**src/rtl/rf_wb_arbiter_if.sv**
```systemverilog
// Register-file write-side bundle: ALU/LSU result sources, load-issue scoreboard updates,
// decode busy queries and the registered write port toward the register file.
interface rf_wb_arbiter_if #(
    parameter int unsigned XLEN = 32
);
    logic            alu_valid;
    logic [4:0]      alu_rd;
    logic [XLEN-1:0] alu_data;
    logic            lsu_valid;
    logic            lsu_ready;
    logic [4:0]      lsu_rd;
    logic [XLEN-1:0] lsu_data;
    logic            iss_valid;
    logic [4:0]      iss_rd;
    logic [4:0]      rs1_i;
    logic [4:0]      rs2_i;
    logic            rs1_busy_o;
    logic            rs2_busy_o;
    logic            rf_we;
    logic [4:0]      rf_rd;
    logic [XLEN-1:0] rf_wdata;
    logic            err_o;

    modport master (
        output alu_valid, alu_rd, alu_data,
        output lsu_valid, lsu_rd, lsu_data,
        output iss_valid, iss_rd, rs1_i, rs2_i,
        input  lsu_ready, rs1_busy_o, rs2_busy_o, rf_we, rf_rd, rf_wdata, err_o
    );

    modport slave (
        input  alu_valid, alu_rd, alu_data,
        input  lsu_valid, lsu_rd, lsu_data,
        input  iss_valid, iss_rd, rs1_i, rs2_i,
        output lsu_ready, rs1_busy_o, rs2_busy_o, rf_we, rf_rd, rf_wdata, err_o
    );
endinterface

```
**src/rtl/rf_wb_arbiter.sv**
```systemverilog
// Merges ALU results (priority) and FIFO-buffered LSU results onto the single register-file
// write port, and tracks pending load destinations for decode RAW stalls.
module rf_wb_arbiter #(
    parameter int unsigned XLEN       = 32,
    parameter int unsigned FIFO_DEPTH = 2
) (
    input  logic           clk,
    input  logic           rst,
    rf_wb_arbiter_if.slave bus
);
    localparam int unsigned CW = $clog2(FIFO_DEPTH + 1);
    localparam int unsigned PW = (FIFO_DEPTH > 1) ? $clog2(FIFO_DEPTH) : 1;
    localparam logic [CW-1:0] DepthC  = CW'(FIFO_DEPTH);
    localparam logic [PW-1:0] LastPtr = PW'(FIFO_DEPTH - 1);

    logic [4:0]      fifo_rd_q   [FIFO_DEPTH];
    logic [XLEN-1:0] fifo_data_q [FIFO_DEPTH];

    logic [PW-1:0]   wr_ptr_q, wr_ptr_d, rd_ptr_q, rd_ptr_d;
    logic [CW-1:0]   count_q, count_d;
    logic [31:0]     pending_q, pending_d;
    logic            rf_we_q, rf_we_d;
    logic [4:0]      rf_rd_q, rf_rd_d;
    logic [XLEN-1:0] rf_wdata_q, rf_wdata_d;
    logic            err_q, err_d;

    logic            lsu_ready;
    logic            alu_sel, push, pop;
    logic [4:0]      head_rd;
    logic [XLEN-1:0] head_data;
    logic            iss_dup, push_orphan;

    // Ready comes from the registered count only, so a full FIFO refuses even if it pops now.
    assign lsu_ready = !rst && (count_q < DepthC);
    assign head_rd   = fifo_rd_q[rd_ptr_q];
    assign head_data = fifo_data_q[rd_ptr_q];

    always_comb begin
        alu_sel = bus.alu_valid && (bus.alu_rd != 5'd0);
        push    = bus.lsu_valid && lsu_ready;
        pop     = !alu_sel && (count_q != '0);

        wr_ptr_d = wr_ptr_q;
        rd_ptr_d = rd_ptr_q;
        count_d  = count_q;
        if (push) begin
            wr_ptr_d = (wr_ptr_q == LastPtr) ? '0 : wr_ptr_q + PW'(1);
        end
        if (pop) begin
            rd_ptr_d = (rd_ptr_q == LastPtr) ? '0 : rd_ptr_q + PW'(1);
        end
        if (push && !pop) begin
            count_d = count_q + CW'(1);
        end else if (!push && pop) begin
            count_d = count_q - CW'(1);
        end

        // Clear on pop first so a same-cycle re-issue of that rd leaves it pending.
        pending_d = pending_q;
        if (pop) begin
            pending_d[head_rd] = 1'b0;
        end
        if (bus.iss_valid && (bus.iss_rd != 5'd0)) begin
            pending_d[bus.iss_rd] = 1'b1;
        end
        pending_d[0] = 1'b0;

        rf_we_d    = 1'b0;
        rf_rd_d    = rf_rd_q;
        rf_wdata_d = rf_wdata_q;
        if (alu_sel) begin
            rf_we_d    = 1'b1;
            rf_rd_d    = bus.alu_rd;
            rf_wdata_d = bus.alu_data;
        end else if (pop) begin
            rf_we_d    = (head_rd != 5'd0);
            rf_rd_d    = head_rd;
            rf_wdata_d = head_data;
        end

        iss_dup     = bus.iss_valid && (bus.iss_rd != 5'd0) && pending_q[bus.iss_rd]
                      && !(pop && (head_rd == bus.iss_rd));
        push_orphan = push && (bus.lsu_rd != 5'd0) && !pending_q[bus.lsu_rd];
        err_d       = err_q || iss_dup || push_orphan;
    end

    always_ff @(posedge clk or posedge rst) begin
        if (rst) begin
            wr_ptr_q   <= '0;
            rd_ptr_q   <= '0;
            count_q    <= '0;
            pending_q  <= '0;
            rf_we_q    <= 1'b0;
            rf_rd_q    <= 5'd0;
            rf_wdata_q <= '0;
            err_q      <= 1'b0;
        end else begin
            wr_ptr_q   <= wr_ptr_d;
            rd_ptr_q   <= rd_ptr_d;
            count_q    <= count_d;
            pending_q  <= pending_d;
            rf_we_q    <= rf_we_d;
            rf_rd_q    <= rf_rd_d;
            rf_wdata_q <= rf_wdata_d;
            err_q      <= err_d;
        end
    end

    // Entry storage needs no reset: occupancy is owned by count_q.
    always_ff @(posedge clk) begin
        if (push) begin
            fifo_rd_q[wr_ptr_q]   <= bus.lsu_rd;
            fifo_data_q[wr_ptr_q] <= bus.lsu_data;
        end
    end

    // The register file has no write->read bypass, so the in-flight write also reports busy.
    assign bus.rs1_busy_o = (bus.rs1_i != 5'd0)
                            && (pending_q[bus.rs1_i] || (rf_we_q && (rf_rd_q == bus.rs1_i)));
    assign bus.rs2_busy_o = (bus.rs2_i != 5'd0)
                            && (pending_q[bus.rs2_i] || (rf_we_q && (rf_rd_q == bus.rs2_i)));

    assign bus.lsu_ready = lsu_ready;
    assign bus.rf_we     = rf_we_q;
    assign bus.rf_rd     = rf_rd_q;
    assign bus.rf_wdata  = rf_wdata_q;
    assign bus.err_o     = err_q;
endmodule

```
**src/flat_wrapper.sv**
```systemverilog
// flat-port wrapper written by rule: the top's interface ports become plain ports
module rf_wb_arbiter_flat 
#(
    parameter int unsigned XLEN       = 32,
    parameter int unsigned FIFO_DEPTH = 2
)
  (clk, rst, bus_alu_valid, bus_alu_rd, bus_alu_data, bus_lsu_valid, bus_lsu_rd, bus_lsu_data, bus_iss_valid, bus_iss_rd, bus_rs1_i, bus_rs2_i, bus_lsu_ready, bus_rs1_busy_o, bus_rs2_busy_o, bus_rf_we, bus_rf_rd, bus_rf_wdata, bus_err_o);
  rf_wb_arbiter_if #(.XLEN(XLEN)) bus_i ();
  input  logic clk;
  input  logic rst;
  input wire logic [$bits(bus_i.alu_valid)-1:0] bus_alu_valid;
  input wire logic [$bits(bus_i.alu_rd)-1:0] bus_alu_rd;
  input wire logic [$bits(bus_i.alu_data)-1:0] bus_alu_data;
  input wire logic [$bits(bus_i.lsu_valid)-1:0] bus_lsu_valid;
  input wire logic [$bits(bus_i.lsu_rd)-1:0] bus_lsu_rd;
  input wire logic [$bits(bus_i.lsu_data)-1:0] bus_lsu_data;
  input wire logic [$bits(bus_i.iss_valid)-1:0] bus_iss_valid;
  input wire logic [$bits(bus_i.iss_rd)-1:0] bus_iss_rd;
  input wire logic [$bits(bus_i.rs1_i)-1:0] bus_rs1_i;
  input wire logic [$bits(bus_i.rs2_i)-1:0] bus_rs2_i;
  output wire logic [$bits(bus_i.lsu_ready)-1:0] bus_lsu_ready;
  output wire logic [$bits(bus_i.rs1_busy_o)-1:0] bus_rs1_busy_o;
  output wire logic [$bits(bus_i.rs2_busy_o)-1:0] bus_rs2_busy_o;
  output wire logic [$bits(bus_i.rf_we)-1:0] bus_rf_we;
  output wire logic [$bits(bus_i.rf_rd)-1:0] bus_rf_rd;
  output wire logic [$bits(bus_i.rf_wdata)-1:0] bus_rf_wdata;
  output wire logic [$bits(bus_i.err_o)-1:0] bus_err_o;
  assign bus_i.alu_valid = bus_alu_valid;
  assign bus_i.alu_rd = bus_alu_rd;
  assign bus_i.alu_data = bus_alu_data;
  assign bus_i.lsu_valid = bus_lsu_valid;
  assign bus_i.lsu_rd = bus_lsu_rd;
  assign bus_i.lsu_data = bus_lsu_data;
  assign bus_i.iss_valid = bus_iss_valid;
  assign bus_i.iss_rd = bus_iss_rd;
  assign bus_i.rs1_i = bus_rs1_i;
  assign bus_i.rs2_i = bus_rs2_i;
  assign bus_lsu_ready = bus_i.lsu_ready;
  assign bus_rs1_busy_o = bus_i.rs1_busy_o;
  assign bus_rs2_busy_o = bus_i.rs2_busy_o;
  assign bus_rf_we = bus_i.rf_we;
  assign bus_rf_rd = bus_i.rf_rd;
  assign bus_rf_wdata = bus_i.rf_wdata;
  assign bus_err_o = bus_i.err_o;
  rf_wb_arbiter #(.XLEN(XLEN), .FIFO_DEPTH(FIFO_DEPTH)) u_core (.clk(clk), .rst(rst), .bus(bus_i));
endmodule
```
**config.mk**
```make
export PLATFORM = sky130hd
export DESIGN_NAME = rf_wb_arbiter_flat
export DESIGN_NICKNAME = d
export VERILOG_FILES = /design/src/rtl/rf_wb_arbiter_if.sv /design/src/rtl/rf_wb_arbiter.sv /design/src/flat_wrapper.sv
export SDC_FILE = /design/constraint.sdc
export NUM_CORES = 1
export LEC_CHECK = 0
export BUFFER_PORTS_ARGS = -buffer_cell sky130_fd_sc_hd__buf_4
export CORE_MARGIN = 3
export CORE_UTILIZATION = 56
export CTS_CLUSTER_SIZE = 8
export DETAILED_ROUTE_END_ITERATION = 7
export PLACE_DENSITY = 0.81
export RECOVER_POWER = 100
export SLEW_MARGIN = 20
export SYNTH_ARGS = -nofsm -noshare
export SYNTH_HDL_FRONTEND = slang
export SYNTH_SLANG_ARGS = --single-unit
```
**constraint.sdc**
```tcl
create_clock -name clk -period 3.45 [get_ports clk]
set_input_delay 0.1725 -clock clk [delete_from_list [all_inputs] [get_ports clk]]
set_output_delay 0.1725 -clock clk [all_outputs]
set_load 0.1 [all_outputs]
```
==> impl.org, run 1 <==
** Status
- Run status :: finished, violations left
- The checks that failed: capacitance limit, slew limit.

** Worst setup path
- Of all nets on the critical path, the largest fanout is 7.
- Arrival time of data at the critical path endpoint :: 3.18 ns
- The worst register-to-register path has a setup slack of 0.64 ns.
- The number of cells on the worst reg-to-reg path is 4.
- Category of the worst setup path launch point :: input pin
- The endpoint identified for the worst register-to-register timing path is u_core.fifo_data_q[0][12]$_DFFE_PP_.
- The worst setup path is of the in -> reg kind.
- In this run the worst setup path begins at bus_alu_rd[2].
- STA puts the critical path data required time at 3.73 ns.
- Endpoint class of the critical path :: flop
- The startpoint identified for the worst register-to-register timing path is u_core.count_q[1]$_DFFE_PP0P_.
- Following the worst setup path forward leads to its endpoint at u_core.pending_q[25]$_DFF_PP0_.

** Global route
- Global-route usage over all layers :: 30.2%
- The first global-routing pass estimated 33.1 mm of wire.
- The number of antenna violations at the first check in global routing is 1.
- Global routing used 49.8% of the available met2 tracks.
- The via count of the first global-routing pass is 6123.
- After global routing, the most crowded layer is met2.
- Met3 Track Usage GR :: 6.79%
- Entering global routing, the biggest net connects 71 pins.
- Global routing used 38.9% of the available met1 tracks.
- For this run the aggregate overflow at the end of global routing stands at 0.

** Yosys
- In the synthesized netlist the dominant register cell turns out to be edfxtp_1.
- Post-synth top area share :: 31.0%
- Post-Synthesis Net Count :: 692
- Count of warnings emitted by yosys :: 0
- Yosys mapped the design onto 46 distinct sky130hd cell types.
- Summed over all instances, the cell type with the most area after synthesis is edfxtp_1.
- Yosys attributes the largest share of cell area to edfxtp_1 31%, dfrtp_1 26%, mux2i_1 7.7%.
- Summed instance area of the synthesized netlist :: 7170 um^2
- Most common cell in the netlist :: o21ai_0
- Mux share of post-synthesis cell area :: 17.8%
- Parity-gate share of the synthesized area counting xor and xnor cells :: 2.44%
- Fraction of the mapped netlist area in adder cells :: 0.174%
- After Yosys synthesis, and, or, nand and nor cells account for 8.88% of the synthesized area.
- Sequential area share after synthesis :: 56.8%
- In the synthesized netlist, the number of instances is 597.
- Main combinational cell family by area after synthesis :: multiplexers
- Each instance of the synthesized netlist takes up on average 12.0 um^2.
- The synthesized netlist devotes 11.6% of its cell area to compound gates.
- Proportion of register bits with asynchronous set or reset after synthesis :: 50.0%
- In this run, synthesis produced a sequential element count of 148.
- After synthesis, the most frequently instantiated cells are 88 x o21ai_0, 74 x dfrtp_1, 74 x edfxtp_1, 59 x nand2_1, 55 x mux2i_1.
- The synthesized design contains 74 enable-type register cells.

** Clock network
- The clock tree synthesis step divided the H-tree into 4 levels.
- Gates resized during post-CTS repair numbered 0.
- After clock tree synthesis, the clock-pin slew on the worst setup and hold paths is 0.06 ns.
- The number of clock buffers added by TritonCTS is 17.
- Maximum number of buffers from clock root to sink :: 2
- Number of sinks on the clock net :: 148
- TritonCTS built the clock tree.
- Root buf cell :: clkbuf_16
- Worst-Skew Late Latency :: 0.42 ns

** Cells and area
- Layout cells sized above 1 :: 17.4%
- Post-layout net count :: 885
- Once layout is done, the placed cells without fillers occupy 9320 um^2.
- Non-Filler Instances :: 972
- Relative area change from synthesis to final layout :: 29.9%

** Power and ir drop
- Of the total power, combinational logic draws 42.6%.
- Net switching is 44.6% of the power.
- Total power per unit cell area :: 840 nW/um^2
- Part of the total power dissipated in the clock network :: 22.1%
- Reg power frac :: 35.4%
- The worst-case IR drop observed on VDD is 0.643 mV.
- Summed over all cells, the static leakage comes to 3.72 nW.
- Summed over all nets, the switching power comes to 3.49 mW.
- Cell internal power was estimated by the tool at 4.34 mW.

** Floorplanning
- Die area :: 14200 um^2
- After floorplanning, the core was sized to cover 12300 um^2.
- The die is 119 um wide.
- After floorplanning, the core was divided into 40 placement rows.
- For this configuration, the core starts out at a cell density of 58.5%.
- In this run the vertical extent of the chip is 119 um.
- Ports :: 136

** Job
- Reported max-cap violation count :: 1

** Placed design
- Number of placed cells counting well taps :: 866
- Routability-driven placement finished with a final weighted congestion of 0.959.
- Instance area after placement :: 8300 um^2
- HPWL Detailed :: 13.0 mm
- Quantity of I/O buffers inserted on ports :: 135

** Detailed routing
- Per-cell routed wire length :: 21.8 um
- Initial DRT Pass Iterations :: 5
- The first routing iteration left 521 violations.
- In the routed design, unresolved DRC markers number 0.
- Vias per std cell :: 6.15
- For this block, the via count after detailed routing is 5975.
- The detail route stage leaves a number of antenna-violating nets equal to 0.
- For this block, the routed nets add up to 21.2 mm of wire.

** Timing
- Fmax :: 345 MHz
- Final-report hold violation count :: 0
- On the final layout, the worst clock skew is 0.00645 ns.
- Sum Neg Setup Slack :: 0 ns
- Subtracting the final worst setup slack from the clock period gives 2.90 ns.
- Pins over their slew limit :: 38
- In this run the tightest slew margin relative to its limit is -16.1%.
- Setup repair after global routing left no endpoint under its margin.
- In the finished design, the share of the clock period the worst path needs comes to 83.9%.
- Pin slew with the least headroom to its limit :: 1.74 ns
- Final setup viols :: 0

** Hold path
- The min-delay analysis places its worst path in the category in -> reg.
- The worst hold path was traced through 3 stages.
worst max-delay path: stages:
cell and delay, ns:
dlygate4sd3_1 0.54, clkbuf_4 0.14, or4_1 0.54, o21ai_0 0.68
nand4_1 0.62, o21ai_0 0.37, o21ai_0 0.12
logic make-up after synthesis:
| kind of cell | count (synthesis) |
|---|---|
| buffers and inverters | 39 |
| DFF | 148 |
| xor gates and xnor gates | 20 |
| muxes | 90 |
| and+or+nand+nor | 144 |
| AOI/OAI and AO/OA | 155 |
| adders and majority gates | 1 |
worst min-delay path by stage:
stage | startpoint | endpoint | slack, ns
finish | bus_alu_valid | u_core.bus.rf_rd[4]$_DFFE_PP0P_ | 0.02
global route | bus_alu_valid | u_core.bus.rf_rd[4]$_DFFE_PP0P_ | 0.02
CTS | bus_alu_valid | u_core.bus.rf_rd[4]$_DFFE_PP0P_ | 0.005
detailed placement | rst | u_core.bus.rf_wdata[17]$_DFFE_PP0P_ | 0.30
global placement | rst | u_core.bus.rf_wdata[17]$_DFFE_PP0P_ | 0.29
floorplan | bus_lsu_data[0] | u_core.fifo_data_q[0][0]$_DFFE_PP_ | 0.27
final cells by class:
class	instances	area, um^2
clock inverter	10	83.8
sequential	148	4070
multi-input combinational	410	2930
timing repair buffer	211	1540
fill	815	2950
inverter	2	7.51
tap	168	210
antenna	1	2.50
clock buffer	22	464
timing repair:
action | CTS | global route
setup buffers | 0 | 0
hold endpoints to repair | 133 | 0
setup endpoints to repair | 0 | 0
hold buffers | 72 | 0
sequential cells by signal, summed over array words and instances (netlist names):
signal,cells
u_core.rd_ptr_q,1
u_core.bus.rf_we,1
u_core.bus.rf_wdata,32
u_core.bus.err_o,1
u_core.pending_q,31
u_core.bus.rf_rd,5
u_core.wr_ptr_q,1
u_core.fifo_data_q,64
u_core.fifo_rd_q,10
u_core.count_q,2
through the flow:
step / worst slack, ns / hold WS, ns / power [mW] / utilization, %
2_1_floorplan: 0.133 / 0.271 / 5.22 / -
3_3_place_gp: 1.17 / 0.287 / 6.03 / 67.7
3_5_place_dp: 1.11 / 0.301 / 6.12 / 67.7
4_1_cts: 0.841 / 0.00466 / 7.90 / 78.0
5_1_grt: 0.435 / 0.0170 / 8.16 / 76.0
6_report: 0.555 / 0.0156 / 7.83 / 76.0
power groups by stage:
stage / logic, mW / clock network (mW) / registers [mW]
after floorplan: 1.62 / 0 / 3.60
after global placement: 3.28 / 0 / 2.75
after detailed placement: 3.34 / 0 / 2.78
after CTS: 3.43 / 1.72 / 2.75
after global routing: 3.53 / 1.81 / 2.82
final: 3.33 / 1.73 / 2.77
per-layer routing:
metal	share of wire (%)	up-vias
met5	0	-
met4	3.0	0
met3	8.1	66
met2	51	343
met1	38	2944
li1	-	2622
layout by cell type (no fill, tap or decap), types with 2 or more instances in the layout:
master / synthesis / routed
clkbuf_2: 0 / 3
clkbuf_16: 0 / 17
o211a_1: 2 / 2
or4_1: 2 / 3
o221ai_1: 2 / 2
clkinvlp_4: 0 / 3
clkbuf_4: 0 / 20
inv_1: 2 / 2
a31oi_1: 2 / 2
o31ai_1: 3 / 3
dlygate4sd3_1: 0 / 72
nor2_1: 46 / 45
nand3_1: 10 / 10
clkinv_2: 0 / 3
nand2b_1: 2 / 2
o21ai_1: 13 / 8
or2_2: 3 / 3
edfxtp_1: 74 / 74
a21oi_1: 35 / 35
mux4_1: 6 / 6
nand2_1: 59 / 59
mux2i_1: 55 / 55
xor2_1: 12 / 12
buf_4: 0 / 55
nor4_1: 3 / 3
clkbuf_8: 0 / 2
nor2b_1: 6 / 6
nand4_1: 5 / 5
xnor2_1: 8 / 8
dfrtp_1: 74 / 74
o21ai_0: 88 / 94
mux4_2: 21 / 21
mux2_2: 7 / 7
clkbuf_1: 26 / 63
and3_1: 2 / 2
nor3_1: 2 / 2
clkinv_1: 0 / 2
Note: power is estimated with default switching activity, not from simulation.
==> run 2, diff against run 1 <==
==> constraint.sdc (replaced) <==
create_clock -name clk -period 2.8 [get_ports clk]
set_input_delay 0.14 -clock clk [delete_from_list [all_inputs] [get_ports clk]]
set_output_delay 0.14 -clock clk [all_outputs]
set_load 0.1 [all_outputs]
==> impl.org, run 2 (same netlist as run 1, synthesis figures left out) <==
** Cells and area
- Register with the highest flop count :: u_core.fifo_data_q (unchanged)
- Most used cells in the layout excluding fill and tap cells: 93 x o21ai_0, 74 x edfxtp_1, 73 x dfrtp_1 (was 94 x o21ai_0, 74 x dfrtp_1, 74 x edfxtp_1).
- Flip-flop count of the largest register, all copies and words added :: 64 (unchanged)
- The area occupied by registers is 4080 um^2 (was 4070 um^2).
- Combined area of the multi-input logic cells :: 2950 um^2 (was 2930 um^2)
- The most common library cell in the layout ignoring fill and taps is o21ai_0 (unchanged).
- The final net count came to 889 (was 885).
- The number of inserted filler cells in the final layout is 816 (was 815).
- Layout cells sized above 1 :: 19.2% (was 17.4%)
- The post-synthesis to final-layout area growth was 31.5% (was 29.9%).

** Worst setup path
- Ordered cell list for the critical path: mux4_1, mux2_2, a221o_1, mux2i_1, a21oi_2, clkbuf_4 (was dlygate4sd3_1, clkbuf_4, or4_1, o21ai_0, nand4_1, o21ai_0, o21ai_0).
- The largest driver fanout on the critical path came to 5 (was 7).
- The cell family contributing the most delay on the critical path is multiplexers (was compound AO/OA/AOI/OAI gates).
- Category of the worst setup path launch point :: flop (was input pin)
- Total buffers and inverters traversed by the critical path :: 1 (was 2)
- Largest incremental delay on the critical path :: 0.52 ns (was 0.68 ns)
- The arrival time at the worst endpoint is 2.48 ns (was 3.18 ns).
- The category of the worst setup path capture point was an output port (was flop).
- Worst EP required :: 2.66 ns (was 3.73 ns)
- Worst Path Class, Setup :: reg -> out (was in -> reg)
- The standard cell with the maximum stage delay on the critical path is mux4_1 (was o21ai_0).

** Global route
- Congestion Overflow GR :: 0 (unchanged)
- The maximum number of pins on one net before global-route repair came to 70 (was 71).
- The number of antenna violations at the first check in global routing is 2 (was 1).
- The overall fraction of global-route tracks in use came to 31.7% (was 30.2%).
- First-pass GRT wire length :: 34.1 mm (was 33.1 mm)
- Vias in the first global route :: 6256 (was 6123)

** Timing
- The worst slew margin relative to its limit came to 19.2% (was -16.1%).
- Pins over their slew limit :: 0 (was 38)
- Final-report hold violation count :: 0 (unchanged)
- Worst slack on hold paths :: 0.0254 ns (was 0.0156 ns)
- The setup TNS is 0 ns (unchanged).
- For this run, the top clock speed supported by timing is 381 MHz.
- The count of endpoints failing setup in the final report came to 0 (unchanged).
- Clk_skew :: 0.00754 ns (was 0.00645 ns)
- The worst path needs 2.62 ns of the cycle, external delays included.
- Setup repair after global routing missed its margin: false (unchanged).
- Dividing the final minimum period by the clock period gives 93.7%.
- The measured slew at the worst slew-check pin is 1.22 ns (was 1.74 ns).

** Hold path
- The type of the most critical hold path was in -> reg (unchanged).

** Detailed routing
- Total length of routed wires :: 21.8 mm (was 21.2 mm)
- The average via count per standard cell is 6.19 (was 6.15).
- The total via count in the routed design was 6050 (was 5975).
- The number of search-and-repair iterations in the first detailed-routing pass was 5 (unchanged).
- Antenna Violating Nets Remaining :: 0 (unchanged)
- The DRC violation total after the first TritonRoute iteration was 558 (was 521).
- The wire length per cell after detailed routing came to 22.3 um (was 21.8 um).
- The number of design rule violations left after detail routing is 0 (unchanged).

** Floorplanning
- Ports :: 136 (unchanged)
- The area of the die is 14200 um^2 (unchanged).
- The core area is 12300 um^2 (unchanged).
- Initial core utilization :: 58.5% (unchanged)
- Std-Cell Rows :: 40 (unchanged)
- The die outline width came to 119 um (unchanged).
- Die H :: 119 um (unchanged)

** Placed design
- HPWL Detailed :: 13.0 mm (about the same)
- The count of input and output buffers was 135 (unchanged).
- The routability congestion estimate from global placement was 0.882 (was 0.959).

** Clock network
- Inserted Clock Buffers :: 17 (unchanged)
- The clock transition time at the flip-flop clock pins of the worst setup and hold paths came to 0.06 ns (about the same).
- Number of buffers inserted to repair setup after CTS :: 0 (unchanged)
- The TritonCTS clock tree is done (unchanged).
- The insertion delay to the later sink of the worst-skew pair came to 0.42 ns (about the same).
- Root buf cell :: clkbuf_16 (unchanged)
- The number of H-tree levels is 4 (unchanged).
- The clock sink count is 148 (unchanged).
- Maximum number of buffers from clock root to sink :: 2 (unchanged)

** Job
- Reported max-cap violation count :: 0 (was 1)

** Status
- Run status: finished, final reports clean (was finished, violations left).

** Power and ir drop
- Leakage dissipation :: 3.77 nW (was 3.72 nW)
- The peak supply drop is 0.889 mV (was 0.643 mV).
- The power density over the cells is 1050 nW/um^2 (was 840 nW/um^2).
run 2: cell types whose count changed in the layout (fill, tap and decap cells not counted), moves of 2 or more:
cell      before  now
diode_2        1    3
clkinv_1       2    0
buf_4         55   57
inv_6          0    3
clkbuf_1      63   59
clkbuf_4      20   24
clkinv_2       3    1
run 2: what timing repair did:
action / CTS / global route
endpoints found under the hold margin: 131 / 0
gates resized for setup: 0 / 0
hold buffers: 72 / 0
run 2: layout make-up:
cell class	instances	area share (%)
flip-flops and latches	148	43.2
multi-input cells	410	31.3
repair buffers	215	16.9
clock buffers	22	4.92
well taps	168	2.23
clock inverters	10	1.30
inverters	2	0.0796
diodes	3	0.0796
run 2: path summary, 6_finish.rpt:
kind                       cells past startpoint                           start  slack [ns]                                  end
max                                            6  u_core.pending_q[30]$_DFF_PP0_        0.18                       bus_rs1_busy_o
min                                            3                   bus_alu_valid        0.03      u_core.bus.rf_rd[4]$_DFFE_PP0P_
max reg2reg                                    3   u_core.count_q[1]$_DFFE_PP0P_        0.29   u_core.fifo_data_q[1][6]$_DFFE_PP_
min reg2reg                                    2      u_core.bus.err_o$_DFF_PP0_        0.49           u_core.bus.err_o$_DFF_PP0_
max in group asynchronous                      4                             rst        1.36          u_core.rd_ptr_q$_DFFE_PP0N_
min in group asynchronous                      3                             rst        0.58  u_core.bus.rf_wdata[14]$_DFFE_PP0P_
run 2: metrics by stage:
step                utilization (%)  instance area (um^2)  setup WS [ns]  std cells  power, mW
floorplan                         -                  7190         0.0212        597       6.44
global placement               68.2                  8370          0.719        871       7.47
global route                   76.9                  9440          0.111        978       10.3
CTS                            78.9                  9670          0.204        975       9.95
detailed placement             68.2                  8370          0.667        871       7.58
finish                         76.9                  9440          0.177        978       9.91
run 2: report_power, final:
group	leakage, nW	switching, mW	internal, mW
Sequential	1.56	0.602	2.84
Clock	0.278	0.905	1.37
Combinational	1.94	2.92	1.28
Total	3.77	4.42	5.49
run 2: layer usage:
metal | track usage [%] | wire (um)
met2 | 53.9 | 11300
met3 | 7.88 | 1980
met4 | 12.8 | 651
met5 | 0 | 0
met1 | 38.9 | 7920
run 2: worst register-to-register path, stage by stage, from the launching register on:
cell and delay [ns]:
dfrtp_1 0.46, nor2_1 0.27, and3_1 0.81, clkbuf_2 0.60
==> run 3, diff against run 2 <==
--- a/config.mk
+++ b/config.mk
@@ -8,6 +8,7 @@
 export BUFFER_PORTS_ARGS = -buffer_cell sky130_fd_sc_hd__buf_4
 export CORE_MARGIN = 3
 export CORE_UTILIZATION = 56
+export CTS_BUF_LIST = sky130_fd_sc_hd__clkbuf_16
 export CTS_CLUSTER_SIZE = 8
 export DETAILED_ROUTE_END_ITERATION = 7
 export PLACE_DENSITY = 0.81
==> impl.org, run 3 (same netlist as run 1, synthesis figures left out) <==
** Cells and area
- The share of post-route cells with drive strength above 1 came to 18.0% (was 19.2%).
- The final net count was 889 (unchanged).
- Register with the highest flop count :: u_core.fifo_data_q (unchanged)
- The post-synthesis to final-layout area growth is 30.8% (was 31.5%).
- Most common cell after layout, fill and taps aside :: o21ai_0 (unchanged)
- The flip-flop count of the largest register, all copies and words added was 64 (unchanged).
- The filler-free cell count of the finished design came to 976 (was 978).
- The finished layout cell area came to 9380 um^2 (was 9440 um^2).
- Most used cells in the layout excluding fill and tap cells :: 92 x o21ai_0, 74 x dfrtp_1, 74 x edfxtp_1 (was 93 x o21ai_0, 74 x edfxtp_1, 73 x dfrtp_1)
- The utilization of the core after routing is 76.5% (was 76.9%).

** Clock network
- The clock transition time at the flip-flop clock pins of the worst setup and hold paths came to 0.06 ns (about the same).
- Worst-Skew Late Latency :: 0.43 ns (was 0.42 ns)
- Number of H-tree levels :: 4 (unchanged)
- The number of buffers added by the clock tree synthesis step came to 17 (unchanged).
- The buffer count from post-CTS setup fixing came to 0 (unchanged).
- Maximum number of buffers from clock root to sink :: 2 (unchanged)
- Root buf cell :: clkbuf_16 (unchanged)
- Number of sinks on the clock net :: 148 (unchanged)
- TritonCTS clock tree :: done (unchanged)

** Timing
- The post-route clock period utilization came to 93.5% (was 93.7%).
- Pins over their slew limit :: 0 (unchanged)
- Final worst-path setup slack :: 0.183 ns (was 0.177 ns)
- The setup skew after layout was 0.0111 ns (was 0.00754 ns).
- Setup repair after global routing missed its margin: false (unchanged).
- Fmax :: 382 MHz (was 381 MHz)
- The count of endpoints failing setup in the final report was 0 (unchanged).
- The setup TNS was 0 ns (unchanged).
- The worst slack on hold paths came to 0.0218 ns (was 0.0254 ns).
- The final hold violation count is 0 (unchanged).
- Pin slew with the least headroom to its limit :: 1.22 ns (about the same)
- The minimum clock period came to 2.62 ns (about the same).
- The worst slew margin relative to its limit came to 18.8% (was 19.2%).

** Hold path
- The worst hold path endpoint was u_core.bus.rf_rd[4]$_DFFE_PP0P_ (unchanged).
- Hold WC Path Type :: in -> reg (unchanged)
- The hold path depth came to 3 (unchanged).
- Hold path startpoint :: bus_alu_valid (unchanged)

** Worst setup path
- Ordered cell list for the critical path: mux4_2, mux4_2, o21ai_1, mux2i_2, clkbuf_2 (was mux4_1, mux2_2, a221o_1, mux2i_1, a21oi_2, clkbuf_4).
- R2R setup slack :: 0.32 ns (was 0.29 ns)
- Arrival time of data at the critical path endpoint :: 2.48 ns (about the same)
- Worst EP required :: 2.66 ns (about the same)
- The category of the worst setup path capture point was an output port (unchanged).
- The stage delay of the slowest cell on the critical path is 0.49 ns (was 0.52 ns).
- Cell count of the worst reg-to-reg path :: 3 (unchanged)
- Category of the worst setup path launch point :: flop (unchanged)
- The largest driver fanout on the critical path was 5 (unchanged).
- Worst Path Class, Setup :: reg -> out (unchanged)
- The cell that appears most often on the critical path is mux4_2.
- The startpoint of the lowest-slack register-to-register path was u_core.count_q[1]$_DFFE_PP0P_ (unchanged).
- The standard cell with the maximum stage delay on the critical path is mux4_2 (was mux4_1).
- The worst flop-to-flop path endpoint was u_core.fifo_data_q[1][6]$_DFFE_PP_ (unchanged).
- The total buffers and inverters traversed by the critical path came to 1 (unchanged).
- Family of cells with the greatest summed delay on the critical path :: multiplexers (unchanged)

** Detailed routing
- The DRC violation total after the first TritonRoute iteration came to 502 (was 558).
- The average via count per standard cell is 6.15 (was 6.19).
- The sum of routed wire length over all layers came to 21.6 mm (was 21.8 mm).
- DRC Markers :: 2 (was 0)
- The number of search-and-repair iterations in the first detailed-routing pass came to 8 (was 5).
- The count of nets left with antenna violations after detail routing is 0 (unchanged).
- The total via count in the routed design was 5999 (was 6050).
- The wire length per cell after detailed routing is 22.1 um (was 22.3 um).

** Global route
- The global-route congestion overflow total came to 0 (unchanged).
- Initial antenna violation count :: 1 (was 2)
- The global-route wire length before repair is 34.0 mm (was 34.1 mm).
- The via count of the first global-routing pass is 6246 (was 6256).
- Maximum number of pins on one net before global-route repair :: 70 (unchanged)
- Global-route usage over all layers :: 31.5% (was 31.7%)

** Floorplanning
- Std-Cell Rows :: 40 (unchanged)
- Die area :: 14200 um^2 (unchanged)
- The die outline width came to 119 um (unchanged).
- Area of the core :: 12300 um^2 (unchanged)
- Die H :: 119 um (unchanged)
- The number of top-level design ports was 136 (unchanged).
- Initial core utilization :: 58.5% (unchanged)

** Power and ir drop
- Leakage dissipation :: 3.75 nW (was 3.77 nW)
- The peak supply drop is 0.986 mV (was 0.889 mV).
- Total power per unit cell area :: 1050 nW/um^2 (about the same)
- Overall power of the completed layout :: 9.81 mW (was 9.91 mW)

** Placed design
- Instance area after placement :: 8370 um^2 (unchanged)
- The number of placed instances, taps included was 871 (unchanged).
- The post-DP HPWL came to 13.0 mm (unchanged).
- Pre-CTS setup slack :: 0.667 ns (unchanged)
- Quantity of I/O buffers inserted on ports :: 135 (unchanged)
- The routability congestion estimate from global placement was 0.882 (unchanged).

** Status
- Run status: finished, violations left (was finished, final reports clean).
- The checks that failed: DRC.

** Job
- The max-capacitance violation count is 0 (unchanged).
[run 3: worst min-delay path, delay by kind of cell]
family	cells	cell delay [ns]
buf+inv	1	0.14
simple gates	1	0.07
compound gates	1	0.06
[run 3: cell type report]
| type | count | area (um^2) |
|---|---|---|
| Antenna cell | 1 | 2.50 |
| Clock buffer | 17 | 425 |
| Clock inverter | 15 | 141 |
| Fill cell | 811 | 2880 |
| Inverter | 2 | 7.51 |
| Multi-Input combinational cell | 410 | 2950 |
| Sequential cell | 148 | 4070 |
| Tap cell | 168 | 210 |
| Timing Repair Buffer | 215 | 1580 |
[run 3: repair_timing]
item                      CTS  global route
hold buffers               72             0
gates resized for setup     0             0
hold endpoints to repair  131             0
[run 3: how the worst max path moves through the flow]
stage                               startpoint                                 end  cells past startpoint
2_1_floorplan  u_core.bus.rf_rd[0]$_DFFE_PP0P_                      bus_rs2_busy_o                      5
3_3_place_gp    u_core.pending_q[30]$_DFF_PP0_                      bus_rs1_busy_o                      6
3_5_place_dp    u_core.pending_q[30]$_DFF_PP0_                      bus_rs1_busy_o                      6
4_1_cts         u_core.pending_q[30]$_DFF_PP0_                      bus_rs1_busy_o                      6
5_1_grt          u_core.count_q[1]$_DFFE_PP0P_  u_core.fifo_data_q[1][9]$_DFFE_PP_                      3
6_report         u_core.pending_q[7]$_DFF_PP0_                      bus_rs2_busy_o                      5
[run 3: metal layers]
metal,vias up,GRT usage (%),share of wire [%],wire length [um]
li1,2635,-,-,-
met1,2930,38.8,37,7960
met2,365,53.2,52,11200
met3,69,8.17,8.2,1770
met4,0,12.9,3.3,723
met5,-,0,0,0
[run 3: power by group]
group	switching (mW)	total [mW]	internal [mW]
clock	0.899	2.20	1.30
sequential	0.593	3.44	2.84
combinational	2.91	4.17	1.26
